## src/rtl/cpu_fpu_compare.sv

```systemverilog
// rtl/cpu_fpu_compare.sv - IEEE-754 compare, min/max and classify unit
//
// Purpose: sign-magnitude floating-point compare (feq/flt/fle), min/max and
// fclass, with a request/ready handshake and a configurable result pipeline.
//
// Ports:
//   i_clock    - clock, rising edge
//   i_reset    - synchronous active-high reset
//   i_request  - level-held operation request
//   i_op       - operation code (OP_* parameters)
//   i_op1      - operand a
//   i_op2      - operand b (unused by CLASS)
//   o_ready    - result valid, high for one cycle while i_request is high
//   o_result   - registered result
//   o_flags    - registered fflags {NV,DZ,OF,UF,NX}
module cpu_fpu_compare #(
    parameter int EXP_WIDTH = 8,
    parameter int MAN_WIDTH = 23,
    parameter int STAGES    = 1,
    parameter logic [4:0] OP_CMP_EQUAL  = 5'd10,
    parameter logic [4:0] OP_CMP_LESS   = 5'd11,
    parameter logic [4:0] OP_CMP_LEQUAL = 5'd12,
    parameter logic [4:0] OP_MIN        = 5'd13,
    parameter logic [4:0] OP_MAX        = 5'd14,
    parameter logic [4:0] OP_CLASS      = 5'd15,
    localparam int WIDTH = 1 + EXP_WIDTH + MAN_WIDTH
) (
    input  logic             i_clock,
    input  logic             i_reset,
    input  logic             i_request,
    input  logic [4:0]       i_op,
    input  logic [WIDTH-1:0] i_op1,
    input  logic [WIDTH-1:0] i_op2,
    output logic             o_ready,
    output logic [WIDTH-1:0] o_result,
    output logic [4:0]       o_flags
);

    localparam logic [1:0] S_IDLE = 2'd0;
    localparam logic [1:0] S_RUN  = 2'd1;
    localparam logic [1:0] S_DONE = 2'd2;

    localparam logic [WIDTH-1:0] CANON_NAN =
        {1'b0, {EXP_WIDTH{1'b1}}, 1'b1, {(MAN_WIDTH-1){1'b0}}};

    logic [1:0]       state_q, state_d;
    logic [1:0]       count_q, count_d;
    logic [4:0]       op_q;
    logic [WIDTH-1:0] a_q, b_q;
    logic [WIDTH-1:0] result_q, result_d;
    logic [4:0]       flags_q, flags_d;
    logic             capture;

    // ------------------------------------------------------------------
    // Operand classification
    // ------------------------------------------------------------------
    logic                 a_s, b_s;
    logic [EXP_WIDTH-1:0] a_e, b_e;
    logic [MAN_WIDTH-1:0] a_m, b_m;
    logic a_zero, a_sub, a_inf, a_nan, a_snan, a_qnan, a_norm;
    logic b_zero, b_nan, b_snan;

    assign {a_s, a_e, a_m} = a_q;
    assign {b_s, b_e, b_m} = b_q;

    assign a_zero = (a_e == '0) && (a_m == '0);
    assign a_sub  = (a_e == '0) && (a_m != '0);
    assign a_inf  = (&a_e) && (a_m == '0);
    assign a_nan  = (&a_e) && (a_m != '0);
    assign a_qnan = a_nan && a_m[MAN_WIDTH-1];
    assign a_snan = a_nan && !a_m[MAN_WIDTH-1];
    assign a_norm = (a_e != '0) && !(&a_e);

    assign b_zero = (b_e == '0) && (b_m == '0);
    assign b_nan  = (&b_e) && (b_m != '0);
    assign b_snan = b_nan && !b_m[MAN_WIDTH-1];

    logic any_nan, any_snan, both_zero;
    logic mag_lt, mag_gt;
    logic cmp_eq, cmp_lt, mm_lt;

    assign any_nan   = a_nan || b_nan;
    assign any_snan  = a_snan || b_snan;
    assign both_zero = a_zero && b_zero;
    assign mag_lt    = a_q[WIDTH-2:0] < b_q[WIDTH-2:0];
    assign mag_gt    = a_q[WIDTH-2:0] > b_q[WIDTH-2:0];

    // Compare ordering: +0 and -0 are equal.
    assign cmp_eq = (a_q == b_q) || both_zero;
    assign cmp_lt = (a_s != b_s) ? (a_s && !both_zero)
                                 : (a_s ? mag_gt : mag_lt);
    // Min/max ordering: -0 sorts below +0, so only the sign decides.
    assign mm_lt  = (a_s != b_s) ? a_s : (a_s ? mag_gt : mag_lt);

    logic [9:0] cls;
    assign cls = {a_qnan, a_snan,
                  !a_s && a_inf, !a_s && a_norm, !a_s && a_sub, !a_s && a_zero,
                  a_s && a_zero, a_s && a_sub, a_s && a_norm, a_s && a_inf};

    // ------------------------------------------------------------------
    // Combinational result from the latched operands: {nv, result}
    // ------------------------------------------------------------------
    logic [WIDTH-1:0] comb_res;
    logic             comb_nv;
    logic [WIDTH:0]   comb_w, tail_w;

    always_comb begin
        comb_res = '0;
        comb_nv  = 1'b0;
        case (op_q)
            OP_CMP_EQUAL: begin
                comb_res = {{(WIDTH-1){1'b0}}, !any_nan && cmp_eq};
                comb_nv  = any_snan;
            end
            OP_CMP_LESS: begin
                comb_res = {{(WIDTH-1){1'b0}}, !any_nan && cmp_lt};
                comb_nv  = any_nan;
            end
            OP_CMP_LEQUAL: begin
                comb_res = {{(WIDTH-1){1'b0}}, !any_nan && (cmp_lt || cmp_eq)};
                comb_nv  = any_nan;
            end
            OP_MIN, OP_MAX: begin
                if (a_nan && b_nan)
                    comb_res = CANON_NAN;
                else if (a_nan)
                    comb_res = b_q;
                else if (b_nan)
                    comb_res = a_q;
                else if (op_q == OP_MIN)
                    comb_res = mm_lt ? a_q : b_q;
                else
                    comb_res = mm_lt ? b_q : a_q;
                comb_nv = any_snan;
            end
            OP_CLASS: begin
                comb_res = {{(WIDTH-10){1'b0}}, cls};
            end
            default: ;
        endcase
    end

    assign comb_w = {comb_nv, comb_res};

    // Operands are latched on the capture edge and the output register is
    // the last of the STAGES edges, so only STAGES-1 intermediate registers
    // sit between the combinational result and o_result.
    generate
        if (STAGES > 1) begin : g_pipe
            localparam int DEPTH = STAGES - 1;
            logic [WIDTH:0] pipe_q [DEPTH];
            always_ff @(posedge i_clock) begin
                if (i_reset) begin
                    for (int k = 0; k < DEPTH; k++) pipe_q[k] <= '0;
                end else begin
                    pipe_q[0] <= comb_w;
                    for (int k = 1; k < DEPTH; k++) pipe_q[k] <= pipe_q[k-1];
                end
            end
            assign tail_w = pipe_q[DEPTH-1];
        end else begin : g_direct
            assign tail_w = comb_w;
        end
    endgenerate

    // ------------------------------------------------------------------
    // Handshake state machine
    // ------------------------------------------------------------------
    always_comb begin
        state_d  = state_q;
        count_d  = count_q;
        result_d = result_q;
        flags_d  = flags_q;
        capture  = 1'b0;
        case (state_q)
            S_IDLE: begin
                if (i_request) begin
                    capture = 1'b1;
                    count_d = 2'(STAGES);
                    state_d = S_RUN;
                end
            end
            S_RUN: begin
                if (!i_request) begin
                    state_d = S_IDLE;
                    count_d = '0;
                end else if (count_q <= 2'd1) begin
                    // Final RUN cycle; STAGES=0 still spends one cycle here.
                    result_d = tail_w[WIDTH-1:0];
                    flags_d  = {tail_w[WIDTH], 4'b0000};
                    count_d  = '0;
                    state_d  = S_DONE;
                end else begin
                    count_d = count_q - 2'd1;
                end
            end
            default: begin
                state_d = S_IDLE;
            end
        endcase
    end

    always_ff @(posedge i_clock) begin
        if (i_reset) begin
            state_q  <= S_IDLE;
            count_q  <= '0;
            op_q     <= '0;
            a_q      <= '0;
            b_q      <= '0;
            result_q <= '0;
            flags_q  <= '0;
        end else begin
            state_q  <= state_d;
            count_q  <= count_d;
            result_q <= result_d;
            flags_q  <= flags_d;
            if (capture) begin
                op_q <= i_op;
                a_q  <= i_op1;
                b_q  <= i_op2;
            end
        end
    end

    assign o_ready  = (state_q == S_DONE) && i_request;
    assign o_result = result_q;
    assign o_flags  = flags_q;

endmodule
```

## config.mk

```make
export PLATFORM = sky130hd
export DESIGN_NAME = cpu_fpu_compare
export DESIGN_NICKNAME = d
export VERILOG_FILES = /design/src/rtl/cpu_fpu_compare.sv
export SDC_FILE = /design/constraint.sdc
export NUM_CORES = 1
export LEC_CHECK = 0
export CORE_MARGIN = 4
export CORE_UTILIZATION = 25
export CTS_CLUSTER_SIZE = 30
export DETAILED_ROUTE_END_ITERATION = 12
export PLACE_DENSITY = 0.43
export REMOVE_ABC_BUFFERS = 1
export SLEW_MARGIN = 10
export SYNTH_ARGS = -nofsm -noshare
export SYNTH_HDL_FRONTEND = slang
export SYNTH_SLANG_ARGS = --single-unit
```

## constraint.sdc

```tcl
create_clock -name i_clock -period 4.3 [get_ports i_clock]
set_input_delay 1.075 -clock i_clock [delete_from_list [all_inputs] [get_ports i_clock]]
set_output_delay 1.075 -clock i_clock [all_outputs]
set_load 0.02 [all_outputs]
```

### Yosys cells after proc, flatten, opt, wreduce, memory -nomap -nowiden

Index checks and enable logic that the tools add are counted.
W data, S select, Z words.

| operators by class | value |
|---|---|
| eq/ne operators | 12 |
| multiplexer cells | 20 |
| reduce and logical (&&, ||, !) cells | 52 |
| add/subtract/negate cells | 1 |
| $lt $le $gt $ge | 3 |

Operator list:

| kind | count |
|---|---|
| $mux W32 | 6 |
| $pmux W32 S5 | 1 |
| $logic_not A23 Y1 | 2 |
| $reduce_bool A23 Y1 | 2 |
| $eq A32 B32 Y1 | 1 |
| $gt A31 B31 Y1 | 1 |
| $lt A31 B31 Y1 | 1 |
| $eq A5 B4 Y1 const B | 6 |
| $logic_and A1 B1 Y1 | 25 |
| $logic_not A8 Y1 | 2 |
| $reduce_and A8 Y1 | 2 |
| $mux W2 | 5 |
| $pmux W2 S2 | 2 |
| $reduce_bool A8 Y1 | 1 |
| $logic_not A1 Y1 | 6 |
| $mux W1 | 5 |
| $logic_or A1 B1 Y1 | 4 |
| $reduce_and A2 Y1 | 2 |
| $reduce_or A2 Y1 | 2 |
| $ne A3 B3 Y1 const B | 1 |
| $reduce_and A3 Y1 | 1 |
| $reduce_or A3 Y1 | 1 |
| $eq A2 B1 Y1 const B | 1 |
| $eq A2 B2 Y1 const B | 1 |
| other kinds (7) | 7 |

| storage, ports and cells | value |
|---|---|
| bits in registers | 106 |
| input bits | 72 |

### Longest topological paths before layout

Gate-level depths: netlist (run 1).

| logic depth | value |
|---|---|
| depth in word-level cells | 9 |
| depth in mapped cells | 12 |
| depth with buffers taken out | 10 |

### Least setup slack after synthesis (run 1)

OpenSTA, ideal clock, no wires.

| path | value |
|---|---|
| path kind | register to register |
| from | register b_q[29] |
| to | register result_q[13], in the netlist o_result[13] |
| library setup time | 0.143 ns |
| slack | 1.469 ns |
| clock period less this slack | 2.831 ns |
| data required time | 4.157 ns |
| cell stages (with the launch flop) | 13 |
| arrival time | 2.688 ns |
| cells stage by stage | dfxtp_1 inv_1 ha_1 a21oi_1 nand2_1 a221oi_2 and3_2 a31oi_2 or4_4 buf_6 buf_1 nand3_1 o311ai_0 |

| on the way | value |
|---|---|
| cells in the longest elaborated chain, start to end | 9 |
| elaborated cells on any way between the ends | 14 |

Ends and longest elaborated chain:

| element | RTL line | source |
|---|---|---|
| from (decl) | 49 | `logic [WIDTH-1:0] a_q, b_q;` |
| from (signal assigned) | 220 | `b_q <= i_op2;` |
| $lt A31 B31 Y1 / $gt A31 B31 Y1 (equally long branches) | 85, 86 |  |
| $mux W1 (2 in a row) | 93 | `assign mm_lt = (a_s != b_s) ? a_s : (a_s ? mag_gt : mag_lt);` |
| $mux W32, on equally long branches | 133, 131 |  |
| $mux W32 | 130 | `else if (op_q == OP_MIN)` |
| $mux W32 | 128 | `else if (b_nan)` |
| $mux W32 | 126 | `else if (a_nan)` |
| $mux W32 (*) | 124 | `if (a_nan && b_nan)` |
| $pmux W32 S5 (*) | 110 | `case (op_q)` |
| to (signal assigned) | 215 | `result_q <= result_d;` |
| to (decl) | 50 | `logic [WIDTH-1:0] result_q, result_d;` |

Mark *: on every way between the ends. The rest lies on a longest branch, timed or not.
A chain may end at the register's enable or synchronous reset.

### Worst setup path in the final report (run 1)

| path | value |
|---|---|
| from | register b_q[29] |
| to | register result_q[1], in the netlist o_result[1] |

The elaborated chain is that of the path after synthesis.

==> impl_metrics.csv, run 1 <==
group,metric,value,unit
run_status,run_status,"finished clean",
cts,postCtsSetupRepairBufs,0,
floorplanning,core-area,22800,um2
timing,finalClockSkew,0.0118,ns
synthesis,ys_seq_area_share,36.2,%
global_routing,antenna_found_initial,1,
timing,whs,0.473,ns
worst_setup_path,cp_slowest_stage_delay,0.44,ns
global_routing,grt_pass1_vias,5906,
timing,fmax,285,MHz
global_routing,grt_use_total,15.4,%
cts,clock_path_buffers,2,
finish,design_area,7570,um2
cts,numCtsBuffers,9,
place,placed_area,7250,um2
timing,max_slew_margin,42.5,%
place,pre_cts_ws,0.706,ns
place,numPortBuffers,105,
synthesis,ys.flop_type,"dfxtp_1",
finish,finalNonFillerCells,1197,
synthesis,postSynthAreaPerCell,7.41,um2
place,post-dp-hpwl,14900,um
power,leakage,2.71,nW
finish,syn_to_final_growth,29.2,%
timing,fin_ws,0.794,ns
floorplanning,die_h,161,um
synthesis,yosys.area_share.xor_xnor,0.150,%
route,dr_total_vias,5850,
route,drc,0,
cts,clock-sinks,106,
cts,postCtsHoldBufs,0,
min_path,hp-class,"reg2reg",
cts,cts_resized,0,
timing,setup_viol,0,
synthesis,synth_simple_gate_area_share,26.9,%
synthesis,async_flop_share,0,%
floorplanning,die_area,25900,um2
global_routing,grt_pass1_wl,32100,um
worst_setup_path,critPathBufInv,1,
floorplanning,start_util,25.6,%
timing,rsz0062_at_grt,"false",
finish,n_fill_cell,2552,
synthesis,muxShareOfSynthArea,0.342,%
timing,slew_viol_final,0,
synthesis,synth-edff-count,0,
synthesis,synth-seq-cells,106,
floorplanning,num_io_pins,110,
timing,fin_crit,3.51,ns
place,numPlacedInstances,1180,
finish,drive_above_1_share,5.66,%
cts,worstSkewPairLatency,0.36,ns
worst_setup_path,startpoint_type,"flop",
worst_setup_path,crit_path_end_kind,"flop",
worst_setup_path,cpMostUsedCell,"nand4_1",
synthesis,netlist_area,5860,um2
synthesis,ys_types,58,
cts,clock-root-buffer,"clkbuf_16",
synthesis,synth_fa_ha_area_share,7.05,%
worst_setup_path,path_max_fanout,21,
worst_setup_path,critPathArrivalTime,3.75,ns
worst_setup_path,worstSetupPathType,"reg2reg",
power,power_density,319,nW/um2
route,postRouteAntennaNets,0,
place,place_congestion,0.772,
floorplanning,rows,55,
route,drtIter0Drc,293,
cts,cts.clk_slew.worst_paths,0.07,ns
timing,hold_viol,0,
cts,cts_tree,"done",
timing,fin_setup_tns,0,ns
route,detail_route.vias_per_cell,4.89,
timing,tightestPinTransition,0.857,ns
route,wl_per_cell,16.6,um
worst_setup_path,cpLargestDelayFamily,"simple AND/OR/NAND/NOR gates",
timing,layout_worst_path_cycle_share,81.5,%
worst_setup_path,r2r_setup_slack,0.79,ns
worst_setup_path,path_cells,"inv_1 > ha_1 > nand4_2 > nor4_1 > nand4_1 > and3_2 > a31oi_2 > or4_4 > nand4_1 > o311ai_0",
route,routed_wl,19900,um
worst_setup_path,cp.required,4.55,ns
global_routing,grt_overflow,0,
synthesis,yosysWarnings,0,
worst_setup_path,cpMaxStageDelayCell,"o311ai_0",
synthesis,synth_compound_area_share,22.8,%
power,ir_drop,0.000172,V
synthesis,syn_inst,790,
global_routing,grt_max_degree,70,
floorplanning,die_w,161,um
synthesis,synth_top_family_by_area,"simple AND/OR/NAND/NOR gates",
run,maxCapViolCount,0,
cts,h-tree-depth,3,
route,first_pass_iters,4,
finish,finalNetCount,983,
metal layers:
| metal | vias up | part of all wire, % | track usage [%] |
|---|---|---|---|
| met2 | 119 | 47 | 25.7 |
| met1 | 2731 | 48 | 20.7 |
| li1 | 2984 | - | - |
| met3 | 16 | 4.0 | 2.63 |
| met5 | - | 0 | 0 |
| met4 | 0 | 1.2 | 3.80 |
placed cells by master (no fill, tap or decap), drive strengths merged, types with 10 or more instances in the layout:
cell / n
o311ai: 23
a21oi: 102
ha: 33
and3: 16
nor2: 38
nand2: 178
nand4: 16
clkbuf: 10
nand3: 28
o21ai: 34
inv: 50
dfxtp: 106
nor3: 16
buf: 17
clkdlybuf4s50: 104
nor4: 19
worst reg2reg max path: stages, from the launching register on:
cell      delay [ns]
dfxtp_1         0.39
inv_1           0.08
ha_1            0.35
nand4_2         0.15
nor4_1          0.32
nand4_1         0.23
and3_2          0.29
a31oi_2         0.37
or4_4           0.37
nand4_1         0.42
o311ai_0        0.44
path summary, 6_finish.rpt:
kind / startpoint / end / cells after the start
worst max register to register: b_q[29]$_SDFFE_PP0P_ / o_result[1]$_SDFFE_PP0P_ / 10
worst min-delay path: op_q[3]$_SDFFE_PP0P_ / op_q[3]$_SDFFE_PP0P_ / 2
worst max-delay path: b_q[29]$_SDFFE_PP0P_ / o_result[1]$_SDFFE_PP0P_ / 10
worst min register to register: op_q[3]$_SDFFE_PP0P_ / op_q[3]$_SDFFE_PP0P_ / 2
sequential cells by signal, indices dropped and copies added, names as in the netlist:
register,flops
a_q,32
b_q,32
o_result,32
op_q,5
count_q,2
state_q,2
o_flags,1
cells in the mapped netlist (all sizes together), types with 9 or more instances:
library cell | n | area share (%)
a21oi | 102 | 8.7
and3 | 16 | 1.7
buf | 9 | 0.98
clkbuf | 38 | 2.4
dfxtp | 106 | 36
ha | 33 | 7.0
inv | 47 | 3.0
nand2 | 178 | 11
nand3 | 28 | 2.4
nand4 | 16 | 1.8
nor2 | 38 | 2.4
nor3 | 16 | 1.4
nor4 | 19 | 2.3
o21ai | 34 | 2.9
o311ai | 23 | 3.4
power breakdown:
| group | leakage [nW] | total (mW) | switching (mW) | internal (mW) |
|---|---|---|---|---|
| Sequential | 0.866 | 1.07 | 0.0499 | 1.02 |
| Combinational | 1.69 | 0.458 | 0.271 | 0.187 |
| Clock | 0.151 | 0.879 | 0.404 | 0.475 |
| Total | 2.71 | 2.41 | 0.725 | 1.69 |
final cells by class:
class | instances | area [um2] | share of cell area (%)
inverters | 47 | 176 | 2.33
clock buffers | 10 | 239 | 3.16
well taps | 313 | 392 | 5.18
clock inverters | 6 | 71.3 | 0.943
diodes | 1 | 2.50 | 0.0331
multi-input cells | 593 | 3380 | 44.7
repair buffers | 121 | 1180 | 15.6
flip-flops and latches | 106 | 2120 | 28.0
through the flow:
step / util (%) / power, mW
after global routing: 33.1 / 2.54
final: 33.1 / 2.41
after global placement: 31.7 / 1.56
after detailed placement: 31.7 / 1.56
after floorplan: - / 1.34
after CTS: 33.1 / 2.45
cells by family (layout without fill, tap and decap cells):
| logic type | Yosys count | after routing |
|---|---|---|
| compound gates | 212 | 212 |
| xor+xnor | 1 | 1 |
| fa+ha+maj | 33 | 33 |
| buf+inv | 94 | 184 |
| flops | 106 | 106 |
| mux | 2 | 2 |
| other cells | 1 | 5 |
| simple gates | 341 | 341 |
Power figures use the tool's default switching activity.
==> run 2, diff against run 1 <==
- clock period: 4.3 -> 3.4 ns (I/O delays scaled with it)
==> run 2 against run 1 <==
Against the previous run: clock power increased by 21%; cell count is 1.2% higher; sequential power is 26% higher; clock skew fell by 0.0034 ns; worst hold slack worse by 0.0037 ns; routed wire length rose by 1.1%; non-clock buffer count is 16 higher; worst setup slack got worse by 0.69 ns; global-route usage hardly changed; power is 25% higher; fmax grew 6.4%; flip-flop and latch count unchanged; largest cell class unchanged.
==> impl_metrics.csv, run 2 (synthesized netlist as in run 1, its figures left out) <==
group,metric,value,unit
run_status,run_status,"finished clean",
global_routing,grt_pass1_wl,32300,um
power,swShare,29.8,%
route,wl_per_cell,16.6,um
worst_setup_path,startpoint_type,"flop",
power,ir_drop,0.000238,V
finish,layout_common_cells,"178 x nand2_1, 106 x dfxtp_1, 104 x clkdlybuf4s50_1",
finish,design_area,7690,um2
floorplanning,die_area,25900,um2
finish,finalNetCount,999,
place,placed_area,7370,um2
timing,tightestPinTransition,0.586,ns
global_routing,grt_overflow,0,
finish,finalNonFillerCells,1211,
power,internal_power,2.12,mW
route,detail_route.vias_per_cell,4.86,
worst_setup_path,crit_path_end_kind,"flop",
route,drc,0,
worst_setup_path,cpLargestDelayFamily,"simple AND/OR/NAND/NOR gates",
timing,fin_crit,3.29,ns
cts,clock_path_buffers,2,
floorplanning,rows,55,
finish,drive_above_1_share,7.24,%
route,drtIter0Drc,338,
route,postRouteAntennaNets,0,
place,place_congestion,0.826,
route,routed_wl,20100,um
timing,slew_viol_final,0,
worst_setup_path,cp.required,3.65,ns
global_routing,grt_pass1_vias,5851,
finish,fin_util,33.7,%
floorplanning,die_w,161,um
floorplanning,die_h,161,um
cts,h-tree-depth,3,
power,seq_power_share,44.7,%
finish,diodes,0,
place,numPortBuffers,105,
cts,numCtsBuffers,9,
power,power_density,393,nW/um2
power,leakage,2.78,nW
cts,clock-root-buffer,"clkbuf_16",
worst_setup_path,worstSetupPathType,"reg2reg",
global_routing,antenna_found_initial,0,
power,power.share.clock,35.1,%
global_routing,grt_use_total,15.4,%
timing,hold_viol,0,
timing,finalClockSkew,0.00840,ns
timing,layout_worst_path_cycle_share,96.9,%
power,power_frac_comb,20.1,%
worst_setup_path,critPathBufInv,1,
cts,cts_tree,"done",
finish,final_common_cell,"nand2_1",
timing,setup_viol,0,
floorplanning,core-area,22800,um2
worst_setup_path,path_max_fanout,14,
floorplanning,num_io_pins,110,
finish,syn_to_final_growth,31.3,%
global_routing,grt_max_degree,70,
place,post-dp-hpwl,15200,um
place,numPlacedInstances,1195,
min_path,hp-class,"reg2reg",
worst_setup_path,path_cells,"inv_1 > ha_1 > nand4_2 > nor4_4 > nand4_1 > o21ai_1 > a31oi_4 > or4_4 > a31o_2 > a311oi_1",
timing,fin_ws,0.105,ns
timing,max_slew_margin,60.9,%
worst_setup_path,cpMaxStageDelayCell,"or4_4",
cts,clock-sinks,106,
cts,worstSkewPairLatency,0.35,ns
floorplanning,start_util,25.6,%
route,dr_total_vias,5886,
place,pre_cts_ws,0.147,ns
worst_setup_path,critPathArrivalTime,3.55,ns
run,maxCapViolCount,0,
route,first_pass_iters,5,
worst_setup_path,cp_slowest_stage_delay,0.64,ns
cts,cts.clk_slew.worst_paths,0.07,ns
timing,fmax,303,MHz
power,p_switching,0.900,mW
==> run 2: per-stage QoR <==
stage,hold WS [ns],power (mW),setup TNS (ns)
after CTS,0.467,3.07,0
after floorplan,0.439,1.69,0
final,0.469,3.02,0
after global placement,0.455,1.99,0
after detailed placement,0.457,1.99,0
after global routing,0.497,3.19,-0.00568
==> run 2: repair_timing <==
item                       CTS  global route
setup endpoints to repair    0            14
hold buffers                 0             0
buffers inserted             0             1
resized for setup            0             2
==> run 2: area by class of cell <==
| cell class | count | area, um2 |
|---|---|---|
| multi-input cells | 593 | 3390 |
| clock inverters | 5 | 65.1 |
| clock buffers | 10 | 229 |
| well taps | 313 | 392 |
| fillers | 2526 | 15200 |
| inverters | 47 | 176 |
| repair buffers | 137 | 1310 |
| flip-flops and latches | 106 | 2120 |
==> run 2: per-layer routing <==
layer | vias up | track usage (%) | wire length, um
li1 | 3005 | - | -
met1 | 2727 | 21.1 | 9950
met2 | 133 | 25.4 | 9210
met3 | 21 | 2.73 | 701
met4 | 0 | 3.37 | 290
met5 | - | 0 | 0
==> run 2: worst paths after layout <==
| path | startpoint | end | slack (ns) | depth (start not counted) |
|---|---|---|---|---|
| min reg2reg | op_q[4]$_SDFFE_PP0P_ | op_q[4]$_SDFFE_PP0P_ | 0.47 | 2 |
| max | b_q[28]$_SDFFE_PP0P_ | o_result[23]$_SDFFE_PP0P_ | 0.11 | 10 |
| max reg2reg | b_q[28]$_SDFFE_PP0P_ | o_result[23]$_SDFFE_PP0P_ | 0.11 | 10 |
| min | op_q[4]$_SDFFE_PP0P_ | op_q[4]$_SDFFE_PP0P_ | 0.47 | 2 |
==> run 2: power by group through the flow <==
| stage | Sequential (mW) | Combinational [mW] | Clock (mW) |
|---|---|---|---|
| floorplan | 1.36 | 0.329 | 0 |
| global placement | 1.38 | 0.610 | 0 |
| detailed placement | 1.38 | 0.608 | 0 |
| CTS | 1.35 | 0.612 | 1.10 |
| global route | 1.36 | 0.683 | 1.15 |
| finish | 1.35 | 0.609 | 1.06 |
==> run 2: tightest hold or removal path: stages (launching register included) <==
cell     delay [ns]
dfxtp_1        0.32
nand2_1        0.05
a21oi_1        0.05
